[src/rtl/opcode_sequencer_pkg.sv]
// Shared decode definitions: opcode encodings, sequencer states and opcode classifiers.
// Imported by the opcode sequencer and the control unit.
package opcode_sequencer_pkg;

  localparam int OP_W = 5;

  localparam logic [OP_W-1:0] OP_NOP   = 5'b00000;
  localparam logic [OP_W-1:0] OP_CALL  = 5'b11000;
  localparam logic [OP_W-1:0] OP_CALL2 = 5'b11001;
  localparam logic [OP_W-1:0] OP_RET   = 5'b11010;
  localparam logic [OP_W-1:0] OP_RET2  = 5'b11011;
  localparam logic [OP_W-1:0] OP_RTI   = 5'b11100;
  localparam logic [OP_W-1:0] OP_RTI2  = 5'b11101;
  localparam logic [OP_W-1:0] OP_INT1  = 5'b11110;
  localparam logic [OP_W-1:0] OP_INT2  = 5'b11111;

  typedef enum logic [1:0] {
    PASS   = 2'd0,
    SECOND = 2'd1,
    INT2   = 2'd2
  } seq_state_e;

  // First half of a two-part instruction; its second half is always op+1.
  function automatic logic is_pair_first(input logic [OP_W-1:0] op);
    return (op == OP_CALL) || (op == OP_RET) || (op == OP_RTI);
  endfunction

  // Second halves and interrupt opcodes may only be generated internally.
  function automatic logic is_reserved(input logic [OP_W-1:0] op);
    return (op == OP_CALL2) || (op == OP_RET2) || (op == OP_RTI2) ||
           (op == OP_INT1)  || (op == OP_INT2);
  endfunction

endpackage

[src/rtl/opcode_sequencer.sv]
// Decode-stage opcode register: passes single-cycle opcodes, expands CALL/RET/RTI
// into opcode pairs and injects the two-part interrupt sequence at instruction boundaries.
module opcode_sequencer
  import opcode_sequencer_pkg::*;
#(
  parameter int              OPW    = 5,
  parameter logic [OPW-1:0]  NOP_OP = '0
) (
  input  logic           clk,
  input  logic           rst,
  input  logic [OPW-1:0] fetchOpCode,
  input  logic           fetchValid,
  input  logic           intReq,
  input  logic           hold,
  input  logic           flush,
  output logic [OPW-1:0] opCode,
  output logic           fetchStall,
  output logic           intAck,
  output logic           intPending,
  output logic           illegalOp
);

  seq_state_e     state_q, state_d;
  logic [OPW-1:0] opcode_q, opcode_d;
  logic [OPW-1:0] second_q, second_d;
  logic           int_ack_q, int_ack_d;
  logic           int_pending_q, int_pending_d;
  logic           illegal_q, illegal_d;

  // State register
  always_ff @(posedge clk) begin
    if (rst) begin
      state_q <= PASS;
    end else begin
      state_q <= state_d;
    end
  end

  // Next state and next registered outputs
  always_comb begin
    state_d       = state_q;
    opcode_d      = opcode_q;
    second_d      = second_q;
    int_ack_d     = int_ack_q;
    illegal_d     = illegal_q;
    // A request is latched even under hold; repeats while pending merge into one.
    int_pending_d = int_pending_q | intReq;

    if (!hold) begin
      int_ack_d = 1'b0;
      illegal_d = 1'b0;
      case (state_q)
        PASS: begin
          if (int_pending_q) begin
            opcode_d  = OPW'(OP_INT1);
            int_ack_d = 1'b1;
            state_d   = INT2;
          end else if (!fetchValid || flush) begin
            opcode_d = NOP_OP;
          end else if (is_pair_first(OP_W'(fetchOpCode))) begin
            opcode_d = fetchOpCode;
            second_d = fetchOpCode + OPW'(1);
            state_d  = SECOND;
          end else if (is_reserved(OP_W'(fetchOpCode))) begin
            opcode_d  = NOP_OP;
            illegal_d = 1'b1;
          end else begin
            opcode_d = fetchOpCode;
          end
        end
        SECOND: begin
          opcode_d = second_q;
          state_d  = PASS;
        end
        INT2: begin
          opcode_d      = OPW'(OP_INT2);
          state_d       = PASS;
          int_pending_d = 1'b0;
        end
        default: begin
          opcode_d = NOP_OP;
          state_d  = PASS;
        end
      endcase
    end
  end

  // Registered outputs
  always_ff @(posedge clk) begin
    if (rst) begin
      opcode_q      <= NOP_OP;
      int_ack_q     <= 1'b0;
      int_pending_q <= 1'b0;
      illegal_q     <= 1'b0;
    end else begin
      opcode_q      <= opcode_d;
      int_ack_q     <= int_ack_d;
      int_pending_q <= int_pending_d;
      illegal_q     <= illegal_d;
    end
  end

  // Second-part opcode is pure data: only meaningful after a first part loads it.
  always_ff @(posedge clk) begin
    second_q <= second_d;
  end

  assign fetchStall = hold | (state_q != PASS) | int_pending_q;
  assign opCode     = opcode_q;
  assign intAck     = int_ack_q;
  assign intPending = int_pending_q;
  assign illegalOp  = illegal_q;

endmodule

[config.mk]
export PLATFORM = sky130hd
export DESIGN_NAME = opcode_sequencer
export DESIGN_NICKNAME = d
export VERILOG_FILES = /design/src/rtl/opcode_sequencer_pkg.sv /design/src/rtl/opcode_sequencer.sv
export SDC_FILE = /design/constraint.sdc
export NUM_CORES = 1
export LEC_CHECK = 0
export CELL_PAD_IN_SITES_DETAIL_PLACEMENT = 1
export CELL_PAD_IN_SITES_GLOBAL_PLACEMENT = 2
export CORE_ASPECT_RATIO = 2
export CORE_UTILIZATION = 31
export CTS_CLUSTER_SIZE = 14
export DETAILED_ROUTE_END_ITERATION = 12
export GPL_TIMING_DRIVEN = 0
export PLACE_DENSITY = 0.88
export SLEW_MARGIN = 0
export SYNTH_ARGS = -nofsm -noshare
export SYNTH_HDL_FRONTEND = slang
export SYNTH_SLANG_ARGS = --single-unit
[constraint.sdc]
create_clock -name clk -period 2.8 [get_ports clk]
set_clock_uncertainty 0.1 [all_clocks]
set_input_delay 0.56 -clock clk [delete_from_list [all_inputs] [get_ports clk]]
set_output_delay 0.56 -clock clk [all_outputs]
set_load 0.01 [all_outputs]
# After elaboration in Yosys (flattened, before gate mapping)
# Index checks and enable logic that the tools add are counted.
dict set report op_classes {
  eq_ne 12
  mul 0
  reduce_logical 12
  n_shift 0
  div_mod_pow 0
  magnitude_cmp 0
  mux 18
  n_bitwise 6
  addsub 1
}
# operator n
set op_table {}
lappend op_table {{== test 5 bit (second input constant)} 8}
lappend op_table {{two-way mux 5 bit} 4}
lappend op_table {{one-hot mux 5 bit (3 select lines)} 1}
lappend op_table {{two-way mux 1 bit} 9}
lappend op_table {{two-way mux 2 bit} 4}
lappend op_table {{logical OR 1 bit} 7}
lappend op_table {{!= test 3 bit (second input constant)} 2}
lappend op_table {{adder 5 x 1 -> 5 bit (second input constant)} 1}
lappend op_table {{AND reduction 5 bit} 1}
lappend op_table {{inverter 1 bit} 3}
lappend op_table {{OR 1 bit} 3}
lappend op_table {{AND reduction 3 bit} 1}
lappend op_table {{== test 2 x 1 -> 1 bit (second input constant)} 1}
lappend op_table {{== test 2 bit (second input constant)} 1}
lappend op_table {{zero test 2 bit} 1}
lappend op_table {{nonzero test 2 bit} 1}
lappend op_table {{zero test 1 bit} 1}
dict set report word_totals {
  ramBits 0
  mem_count 0
  output_inout_bits 9
  latch_bits 0
  in_bits 11
  reg_bits 15
  rom_bits 0
}

# Longest topological paths before layout
dict set report depth {
  word_depth 10
  depth_mapped 7
}

# Least setup slack after synthesis
# OpenSTA, ideal clock, no wires.
dict set report synth_path {
  path_kind {in2reg}
  startpoint {input port fetchOpCode[0]}
  endpoint {register opcode_q[3], in the netlist opCode[3]}
  arrival_ns 1.833
  stages 7
  setup_slack_ns 0.797
  cell_sequence {ha_1 and3_1 ha_1 a211oi_2 a21oi_4 a21o_1 a21oi_1}
}
dict set report synth_via {
  elab_chain_cells 10
  elab_cells_between_ends 19
}
# item line_no
set synth_lines {}
lappend synth_lines {{from (decl)} opcode_sequencer.sv:11} ;# input logic [OPW-1:0] fetchOpCode,
lappend synth_lines {{== test 5 bit} opcode_sequencer_pkg.sv:30} ;# return (op == OP_CALL2) || (op == OP_RET2) || (op == OP_RTI2) ||
lappend synth_lines {{logical OR 1 bit (3 in a row)} opcode_sequencer_pkg.sv:30}
lappend synth_lines {{logical OR 1 bit} opcode_sequencer_pkg.sv:31} ;# (op == OP_INT1) || (op == OP_INT2);
lappend synth_lines {{two-way mux 5 bit} opcode_sequencer.sv:64} ;# end else if (is_reserved(OP_W'(fetchOpCode))) begin
lappend synth_lines {{two-way mux 5 bit (*)} opcode_sequencer.sv:60} ;# end else if (is_pair_first(OP_W'(fetchOpCode))) begin
lappend synth_lines {{two-way mux 5 bit (*)} opcode_sequencer.sv:58} ;# end else if (!fetchValid || flush) begin
lappend synth_lines {{two-way mux 5 bit (*)} opcode_sequencer.sv:54} ;# if (int_pending_q) begin
lappend synth_lines {{one-hot mux 5 bit (3 select lines) (*)} opcode_sequencer.sv:52} ;# case (state_q)
lappend synth_lines {{to (signal assigned)} opcode_sequencer.sv:96} ;# opcode_q <= opcode_d;
lappend synth_lines {{to (decl)} opcode_sequencer.sv:24} ;# logic [OPW-1:0] opcode_q, opcode_d;
# Every way passes the cells marked *; elsewhere a longest branch is shown, timed or not.
# A chain may end at the register's enable or synchronous reset.

# Final worst setup path
dict set report layout_path {
  startpoint {input port hold}
  endpoint {output port fetchStall}
}
dict set report layout_via {
  elab_chain_cells 2
}
# item line_no
set layout_lines {}
lappend layout_lines {{from (decl)} opcode_sequencer.sv:14} ;# input logic hold,
lappend layout_lines {{OR 1 bit (2 in a row)} opcode_sequencer.sv:108} ;# assign fetchStall = hold | (state_q != PASS) | int_pending_q;
lappend layout_lines {{to (decl)} opcode_sequencer.sv:17} ;# output logic fetchStall,
# Every way passes these cells.

==> results_dict.tcl <==
set metrics [dict create \
    outcome "finished, final reports clean" \
    setup_viol 0 \
    routedWlPerCell_um 15.5 \
    path_clk_slew_ns 0.07 \
    ant_nets 0 \
    cts_setup_buffers 0 \
    ys_ff_latch 15 \
    ys_types 36 \
    cts-hold-fix-buffers 0 \
    antenna_cells 0 \
    synth_nets 113 \
    power.leakage_nw 0.439 \
    drcViolationCount 0 \
    cts_buffer_depth 2 \
    max_slew_margin 0.634 \
    final_cell_mix "clkdlybuf4s50_1 (18), a21oi_1 (14), dfxtp_1 (10)" \
    slew_violations 0 \
    cp_max_fo 6 \
    hold_violations 0 \
    grt_max_degree 11 \
    cts_resized 0 \
    yosysTopAreaCell "dfxtp_1" \
    drtIter0Drc 31 \
    h-tree-depth 1 \
    grt_pass1_vias 826 \
    clock-sinks 15 \
    grt_usage 0.167 \
    synth_edf_count 5 \
    postSynthCellCount 97 \
    num-fill-cells 345 \
    hpwl_um 1850 \
    drv_cap 0 \
    num_rows 27 \
    wl_um 2290 \
    syn_area_per_cell_um2 9.30 \
    die_area_um2 3140 \
    clk_root_buffer_cell "clkbuf_8" \
    worstHoldPathType "reg2reg" \
    cts_tree "yes" \
    numCtsBuffers 3 \
    layout.cells.most_common "clkdlybuf4s50_1" \
    netlist_area_um2 902 \
    period_share 0.927 \
    async_reset_ff_frac 0 \
    syn_to_final_growth_pct 29.1 \
    grt-ovfl-total 0 \
    clkLatencyLatePin_ns 0.25 \
    routabilityCongestion 0.738 \
    layout_min_cycle_time_ns 2.60 \
    ys_seq_area_frac 0.388 \
    ys.flop_type "dfxtp_1" \
    rsz0062_at_grt "no" \
    dr.pass1.iters 4 \
    start_kind "input port" \
    dieHeight_um 78.3 \
    synth_area_leaders "dfxtp_1 (22%), edfxtp_1 (17%), a21oi_1 (7.8%)" \
    ys_warn_count 0 \
    worst_pin_slew_ns 0.547 \
    via_per_inst 5.50 \
    p_per_area_nw_per_um2 447 \
    coreArea_um2 2770 \
    final.setup.tns_ns 0 \
    peakVddDrop_v 0.000210 \
    fmax_mhz 385 \
    crit_path_end_kind "output port" \
    yosysTopAreaCellShare 0.222 \
    die_x_um 40.1 \
    io_pins 20 \
    vias 814 \
    grt_pass1_wl_um 3760 \
    drive_gt1_frac 0.101 \
    initial_utilization 0.326 \
    path_class "in2out" \
    hold_ws_ns 0.361 \
    critPathRequiredTime_ns 2.14 \
    portBuffers 18 \
    critical_path_arrival_ns 1.94 \
    final_net_count 136 \
    antenna_found_initial 0 \
]
[where the power goes]
part | total, mW | leakage, nW | internal, mW | switching (mW)
Clock | 0.179 | 0.0255 | 0.0985 | 0.0809
Sequential | 0.240 | 0.127 | 0.234 | 0.00626
Combinational | 0.101 | 0.286 | 0.0502 | 0.0512
[worst paths after layout]
check	slack, ns	start	endpoint	depth (start not counted)
max	0.20	hold	fetchStall	4
min	0.36	intAck	intAck	2
max reg2reg	1.06	state_q[1]	second_q[2]	2
min reg2reg	0.36	intAck	intAck	2
[per-stage QoR]
stage / instances / setup WS [ns] / utilization / power (mW) / cell area [um^2]
final: 148 / 0.204 / 0.421 / 0.521 / 1160
after global routing: 148 / 0.154 / 0.421 / 0.548 / 1160
after CTS: 148 / 0.183 / 0.421 / 0.524 / 1160
after detailed placement: 144 / 0.0233 / 0.404 / 0.347 / 1120
after global placement: 144 / 0.0612 / 0.404 / 0.345 / 1120
after floorplan: 97 / 0.797 / - / 0.297 / 902
[layer usage]
| metal | global-route usage | part of all wire | vias up | wire length (um) |
|---|---|---|---|---|
| met2 | 0.305 | 0.59 | 14 | 1340 |
| met1 | 0.177 | 0.38 | 404 | 862 |
| li1 | - | - | 394 | - |
| met3 | 0.0254 | 0.025 | 2 | 58 |
| met4 | 0.0517 | 0.010 | 0 | 23 |
| met5 | 0 | 0 | - | 0 |
[cell usage after synthesis, types with 2 or more instances]
master / n
and3_1: 2
o21ai_0: 2
ha_1: 5
a211oi_1: 2
o211ai_1: 2
nor2b_1: 2
a21o_1: 4
edfxtp_1: 5
nand3_1: 2
inv_1: 5
a21oi_1: 14
nand2b_1: 7
a31oi_1: 2
nand3b_1: 2
nand2_1: 8
dfxtp_1: 10
nor2_1: 4
[cells by family after synthesis]
family,after synthesis,share of synthesized area
AOI/OAI and AO/OA,33,0.250
xor gates and xnor gates,2,0.0194
adders and majority gates,5,0.0693
buffers and inverters,9,0.0471
DFF,15,0.388
and+or+nand+nor,33,0.226
[cell type report]
class / instances / area (um^2) / share of cell area
Inverter: 5 / 18.8 / 0.0161
Buffer: 4 / 23.8 / 0.0204
Sequential cell: 15 / 350 / 0.301
Clock inverter: 1 / 5.00 / 0.00430
Tap cell: 29 / 36.3 / 0.0311
Timing Repair Buffer: 18 / 180 / 0.155
Multi-Input combinational cell: 73 / 509 / 0.437
Clock buffer: 3 / 41.3 / 0.0354
[flip-flops by register name, summed over array words and instances (netlist names)]
register and cells:
illegalOp 1, intAck 1, intPending 1, opCode 5
second_q 5, state_q 2
[worst max-delay path, stage by stage]
cell and delay (ns):
clkdlybuf4s50_1 0.60, inv_1 0.16, nand2_1 0.08, clkdlybuf4s50_1 0.53
(Power assumes the default switching activity.)
